File: config.mk
export PLATFORM = sky130hd
export DESIGN_NAME = y_adder_seq
export DESIGN_NICKNAME = d
export VERILOG_FILES = /design/src/rtl/y_adder_seq.sv
export SDC_FILE = /design/constraint.sdc
export NUM_CORES = 1
export LEC_CHECK = 0
export CAP_MARGIN = 25
export CORE_ASPECT_RATIO = 0.8
export CORE_UTILIZATION = 39
export DETAILED_ROUTE_END_ITERATION = 16
export HOLD_SLACK_MARGIN = 0.1
export PLACE_DENSITY_LB_ADDON = 0.12
export SYNTH_ARGS = -nofsm -noshare
export SYNTH_HDL_FRONTEND = slang
export SYNTH_SLANG_ARGS = --single-unit
File: constraint.sdc
create_clock -name clk -period 6 [get_ports clk]
set_input_delay 0.6 -clock clk [delete_from_list [all_inputs] [get_ports clk]]
set_output_delay 0.6 -clock clk [all_outputs]
set_load 0.01 [all_outputs]
File: src/rtl/y_adder_seq.sv
// Digit-serial adder/subtractor: one D-bit digit per clock, LSB first.
// Registered sum, carry-out and signed overflow with a start/busy/done handshake.
module y_adder_seq #(
    parameter int W = 8,
    parameter int D = 2
) (
    input  logic         clk,
    input  logic         rst,
    input  logic         start,
    input  logic         sub,
    input  logic [W-1:0] a,
    input  logic [W-1:0] b,
    input  logic         cin,
    output logic         busy,
    output logic         done,
    output logic [W-1:0] z,
    output logic         cout,
    output logic         ovf
);

    localparam int N  = (D >= 1) ? (W / D) : 1;
    localparam int IW = (N > 1) ? $clog2(N) : 1;

    generate
        if (D < 1 || (W % D) != 0) begin : g_bad_params
            $error("y_adder_seq: W must be a positive multiple of D");
        end
    endgenerate

    typedef enum logic [1:0] {
        IDLE,
        RUN,
        DONE
    } state_t;

    state_t        state_q, state_d;
    logic [W-1:0]  a_q, a_d;
    logic [W-1:0]  b_q, b_d;
    logic          carry_q, carry_d;
    logic [IW-1:0] idx_q, idx_d;
    logic [W-1:0]  z_q, z_d;
    logic          cout_q, cout_d;
    logic          ovf_q, ovf_d;

    logic [D:0]    digit;
    logic          last;

    always_comb begin
        digit = {1'b0, a_q[int'(idx_q)*D +: D]}
              + {1'b0, b_q[int'(idx_q)*D +: D]}
              + {{D{1'b0}}, carry_q};
        last  = (idx_q == IW'(N - 1));
    end

    always_comb begin
        state_d = state_q;
        a_d     = a_q;
        b_d     = b_q;
        carry_d = carry_q;
        idx_d   = idx_q;
        z_d     = z_q;
        cout_d  = cout_q;
        ovf_d   = ovf_q;

        unique case (state_q)
            IDLE, DONE: begin
                if (start) begin
                    // Subtraction is A + ~B + 1, folded in at load time.
                    a_d     = a;
                    b_d     = sub ? ~b : b;
                    carry_d = sub ? 1'b1 : cin;
                    z_d     = '0;
                    idx_d   = '0;
                    state_d = RUN;
                end else if (state_q == DONE) begin
                    state_d = IDLE;
                end
            end
            RUN: begin
                z_d[int'(idx_q)*D +: D] = digit[D-1:0];
                carry_d = digit[D];
                idx_d   = idx_q + IW'(1);
                if (last) begin
                    cout_d  = digit[D];
                    ovf_d   = (a_q[W-1] == b_q[W-1]) &&
                              (z_d[W-1] != a_q[W-1]);
                    idx_d   = '0;
                    state_d = DONE;
                end
            end
            default: begin
                state_d = IDLE;
            end
        endcase
    end

    always_ff @(posedge clk) begin
        if (rst) begin
            state_q <= IDLE;
            a_q     <= '0;
            b_q     <= '0;
            carry_q <= 1'b0;
            idx_q   <= '0;
            z_q     <= '0;
            cout_q  <= 1'b0;
            ovf_q   <= 1'b0;
        end else begin
            state_q <= state_d;
            a_q     <= a_d;
            b_q     <= b_d;
            carry_q <= carry_d;
            idx_q   <= idx_d;
            z_q     <= z_d;
            cout_q  <= cout_d;
            ovf_q   <= ovf_d;
        end
    end

    assign busy = (state_q == RUN);
    assign done = (state_q == DONE);
    assign z    = z_q;
    assign cout = cout_q;
    assign ovf  = ovf_q;

endmodule

======== Yosys cells after proc, flatten, opt, wreduce, memory -nomap -nowiden ========
Index checks and enable logic that the tools add are counted.
operators by class
  add/subtract/negate cells ............... 4
  equality and inequality tests ........... 8
  shift operators ......................... 4
  muxes and demuxes ....................... 14
  bitwise logic cells ..................... 1
  reductions and logical operators ........ 8
operators with widths
  kind                      count
  $neg A3 Y33               1
  $shift A2 B33 Y8 const A  1
  $shiftx A2 B33 Y8         1
  $mux W8                   2
  $pmux W8 S2               1
  $shiftx A8 B4 Y2          2
  $mux W2                   5
  $bwmux W8                 1
  $not A8 Y8                1
  $pmux W2 S2               2
  $reduce_and A2 Y1         4
  $eq A2 B2 Y1 const B      2
  $add A2 B2 Y3             1
  $add A3 B1 Y3             1
  $ne A3 B3 Y1 const B      1
  $add A2 B1 Y2 const B     1
  $eq A2 B1 Y1 const B      1
  $logic_not A2 Y1          1
  $mux W1                   2
  $ne A2 B1 Y1 const B      1
  $ne A2 B2 Y1 const B      1
  $pmux W1 S2               1
  $reduce_bool A2 Y1        1
  $reduce_or A2 Y1          1
  other kinds (3)           3
word-level totals
  bits in registers ....................... 31
  bits of input ports ..................... 21
  output and inout port bits .............. 12
  word-level logic and storage cells ...... 47

======== Depth between registers and ports, before layout ========
  word-level depth ........................ 7
  gate-level depth with buffers ........... 8

======== Least setup slack after synthesis ========
No wires, ideal clock.
  path kind ............................... register to register
  start point ............................. reg idx_q[0]
  end point ............................... reg ovf_q, in the netlist ovf
  arrival time ............................ 2.509 ns
  required time ........................... 5.868 ns
  path slack .............................. 3.359 ns
  stages on the path, launching flop included .. 9
  path buffers ............................ 1
  clock period less this slack ............ 2.641 ns
  cell sequence ........................... dfxtp_1 buf_4 mux4_2 fa_1 fa_1 and4bb_2 nor2_1 a211oi_1 nor3_1
between the ends
  word-level cells in the longest chain between the ends .. 7
RTL lines
  item                                 RTL line  RTL
  from (decl)                          40        logic [IW-1:0] idx_q, idx_d;
  from (signal assigned)               112       idx_q <= idx_d;
  $shiftx A8 B4 Y2 (on tied branches)  49, 50
  $add A2 B2 Y3                        50        + {1'b0, b_q[int'(idx_q)*D +: D]}
  $add A3 B1 Y3                        51        + {{D{1'b0}}, carry_q};
  $shiftx A2 B33 Y8                    80        z_d[int'(idx_q)*D +: D] = digit[D-1:0];
  $bwmux W8                            80
  $ne A1 B1 Y1                         86        (z_d[W-1] != a_q[W-1]);
  $logic_and A1 B1 Y1                  85        ovf_d = (a_q[W-1] == b_q[W-1]) &&
  to (signal assigned)                 115       ovf_q <= ovf_d;
  to (decl)                            43        logic ovf_q, ovf_d;
Parallel ways exist; a longest one is shown, timed or not.
A chain may end at the register's enable or synchronous reset.

======== Worst setup path in the final report ========
Same ends and word-level chain as after synthesis.

==> key figures <==
Yosys
  – Number of enable flip-flop cells after synthesis: 0
  – Proportion of register bits with asynchronous set or reset after synthesis: 0%
  – Cell Area, Synth: 1440 um2
  – Cell variety after synth: 29
  – Count of mapped cells out of synthesis: around 160
  – Post-synthesis average cell area: 9.14 um2
  – Number of storage elements in the synthesis netlist: 31
  – Sequential-to-total area share from yosys stat: a little over two fifths
  – Primary flip-flop cell chosen by synthesis mapping: sky130_fd_sc_hd__dfxtp_1
  – Synthesized Nets: between 150 and 200
  – Number of warnings printed during yosys synthesis: 0

Layout
  – Diodes inserted: 0
  – Fin area: roughly 1900 um2
  – Nets@finish: between 200 and 250
  – P&R area growth vs syn: 31.5%
  – Post-route core utilization: a little over half
  – Count of placed standard cells in the final layout, fillers left out: 231
  – Ratio of cells with drive above 1 in the final layout: 8.99%

Clock tree
  – Worst-case clock buffer depth: 2
  – Cts repair resizes: 0
  – Clock Pin Slew Worst Setup and Hold Paths: 0.07 ns
  – Total clock buffers created by CTS: 5
  – Post-CTS Setup Inserts: 0
  – # clock sinks: 31
  – Clock Root Buffer: sky130_fd_sc_hd__clkbuf_8
  – CTS tree: built
  – Hold_buf cts: 0
  – Clk Latency, worst-skew pair: 0.28 ns
  – CTS H-tree lvls: 2

Floorplanning
  – Y dimension of the die: 56.3 um
  – Number of top-level design ports: 33
  – Horizontal die dimension: 69.8 um
  – Die outline area: approximately 3900 um2
  – Area of the core: 3470 um2
  – Initial core utilization: between 40% and 50%
  – Cell Rows: 19

Worst setup path
  – R2r startpoint: idx_q[0]
  – Cells along the critical path: mux4_2 > fa_1 > fa_1 > and4bb_2 > nor2_1 > a211oi_1 > nor3_1
  – Register-to-register setup slack: 2.98 ns
  – Library cell contributing the largest single delay on the critical path: sky130_fd_sc_hd__dfxtp_1
  – Critical Path End: ovf
  – Delay of the slowest critical-path stage: between 0.6 and 0.7 ns
  – Data arrival time of the worst path: 3.18 ns
  – Crit path max fanout: 11
  – Cell mode on critical path: sky130_fd_sc_hd__fa_1
  – Kind of end point of the critical path: flip-flop
  – Endpoint required time on the critical path: a little over 6 ns
  – Critical path buffers and inverters: 0
  – Type of the setup path with the least slack: reg2reg
  – Number of cells traversed by the worst register-to-register path: 7
  – Kind of start point of the critical path: flip-flop
  – Delay-heaviest family, CP: adder cells
  – Worst R2R End: ovf
  – Timing startpoint of the critical path: idx_q[0]
  – Total stage count of the critical path: 7

Drt
  – DRT Wirelength: between 3000 and 4000 um
  – Drt initial violations: approximately 60
  – Routed via count: about 1200
  – Avg WL per Cell: approximately 14 um
  – Average vias per placed instance: between 5 and 6
  – Number of search-and-repair iterations in the first detailed-routing pass: 4
  – Remaining antenna violation count after routing: 0
  – Remaining routing DRC violations: 0

Timing
  – Pins Over Slew Limit: 0
  – Final setup fails: 0
  – Final period demand of the worst path: roughly 3.0 ns
  – Total Negative Setup Slacks: 0 ns
  – Post-route setup slack: ~3.0 ns
  – Maximum clock frequency: roughly 330 MHz
  – Tcrit/Tclk final: 50.3%
  – Max transition margin: about three fifths
  – Worst Clk Skew: 0.00706 ns
  – Setup repair after global routing missed its margin: false
  – Final hold slack: 0.452 ns
  – Transition time at the pin with the least slew margin: between 0.5 and 0.6 ns
  – Final number of hold-violating endpoints: 0

Global routing
  – Wire length of the first global-routing pass: about 5500 um
  – Total track usage: 18.3%
  – Number of global-route vias before repair: 1170
  – Number of antenna violations at the first check in global routing: 0
  – Largest net degree at the start of global routing: 32
  – Grt total ovfl: 0

Power
  – Cell area power density: between 200 and 250 nW/um2
  – Leak Pwr: ~0.70 nW
  – Peak supply drop: about 0.00017 V
  – Overall power: roughly 460 uW

Placed design
  – Worst slack, placed: a little under 3 ns
  – Final RePlAce weighted congestion: roughly 0.76
  – HPWL reported at the end of detailed placement: 2280 um
  – I/O Buffers: 32
  – Post-Place Cells: around 220
  – Instance area at placement: 1790 um2

Hold path
  – Worst hold path stage count: 2
  – Class of the worst hold path: reg2reg

Run
  – Number of maximum-capacitance violations: 0

Outcome
  – Result of the run: finished, final reports clean
-- routing by layer --
| metal | wire length, um | up-vias | GRT usage [%] |
|---|---|---|---|
| li1 | - | 606 | - |
| met3 | 110 | 5 | 5.92 |
| met4 | 27 | 0 | 5.14 |
| met1 | 1540 | 569 | 24.2 |
| met5 | 0 | - | 0 |
| met2 | 1510 | 21 | 28.8 |
-- where the power goes --
group	internal (mW)	switching, mW	total, mW	leakage, nW
sequential	0.217	0.00897	0.226	0.254
clock	0.0813	0.0758	0.157	0.0422
combinational	0.0423	0.0392	0.0815	0.400
total	0.340	0.124	0.464	0.696
-- final cells by class --
type,count,area [um2]
Clock inverter,1,5.00
Inverter,2,7.51
Clock buffer,7,76.3
Sequential cell,31,621
Multi-Input combinational cell,114,762
Fill cell,324,1580
Tap cell,42,52.6
Timing Repair Buffer,34,363
-- flip-flops by register name, summed over array words and instances (netlist names) --
name,cells
idx_q,2
ovf,1
b_q,8
state_q,2
cout,1
carry_q,1
a_q,8
z,8
-- how the worst min path moves through the flow --
stage	from	slack, ns	to
2_1_floorplan	a_q[4]	0.43	a_q[4]
3_3_place_gp	cout	0.45	cout
3_5_place_dp	a_q[5]	0.44	a_q[5]
4_1_cts	a_q[5]	0.45	a_q[5]
5_1_grt	a_q[5]	0.47	a_q[5]
6_report	a_q[5]	0.45	a_q[5]
-- Yosys cell counts (2+ instances only) --
| master | number | area [um2] |
|---|---|---|
| sky130_fd_sc_hd__a32oi_1 | 2 | 17.5 |
| sky130_fd_sc_hd__a22oi_1 | 5 | 37.5 |
| sky130_fd_sc_hd__nor3_1 | 2 | 10.0 |
| sky130_fd_sc_hd__a211oi_1 | 9 | 67.6 |
| sky130_fd_sc_hd__nand2_1 | 21 | 78.8 |
| sky130_fd_sc_hd__fa_1 | 2 | 40.0 |
| sky130_fd_sc_hd__nor2_1 | 22 | 82.6 |
| sky130_fd_sc_hd__mux4_2 | 4 | 90.1 |
| sky130_fd_sc_hd__o21ai_0 | 2 | 10.0 |
| sky130_fd_sc_hd__ha_1 | 4 | 50.1 |
| sky130_fd_sc_hd__xnor2_1 | 8 | 70.1 |
| sky130_fd_sc_hd__buf_2 | 5 | 25.0 |
| sky130_fd_sc_hd__clkbuf_1 | 4 | 15.0 |
| sky130_fd_sc_hd__and3_1 | 2 | 12.5 |
| sky130_fd_sc_hd__nor2b_1 | 3 | 18.8 |
| sky130_fd_sc_hd__inv_1 | 2 | 7.51 |
| sky130_fd_sc_hd__a21oi_1 | 16 | 80.1 |
| sky130_fd_sc_hd__nand3_1 | 3 | 15.0 |
| sky130_fd_sc_hd__dfxtp_1 | 31 | 621 |
-- worst min-delay path, stage by stage, from the launching register on --
cell and delay, ns:
sky130_fd_sc_hd__dfxtp_1 0.31, sky130_fd_sc_hd__nand2_1 0.05, sky130_fd_sc_hd__a21oi_1 0.05
-- cells in the final DEF, fill, tap and decap left out, types with 3 or more instances in the layout --
master,n
sky130_fd_sc_hd__a21oi_1,16
sky130_fd_sc_hd__a211oi_1,9
sky130_fd_sc_hd__clkbuf_8,5
sky130_fd_sc_hd__dfxtp_1,31
sky130_fd_sc_hd__nor2_1,22
sky130_fd_sc_hd__ha_1,4
sky130_fd_sc_hd__clkdlybuf4s50_1,32
sky130_fd_sc_hd__mux4_2,4
sky130_fd_sc_hd__xnor2_1,8
sky130_fd_sc_hd__nand3_1,3
sky130_fd_sc_hd__nand2_1,21
sky130_fd_sc_hd__a22oi_1,5
-- cells by family (layout without fill, tap and decap cells) --
family          count (synthesis)  after routing  share of synthesized area, %
flops                          31             31                          43.2
xor+xnor                        8              8                          4.88
compound gates                 36             36                          16.0
fa+ha+maj                       6              6                          6.28
mux                             4              4                          6.28
buf+inv                        12             44                          3.84
simple gates                   60             60                          19.5
(Power assumes the default switching activity.)
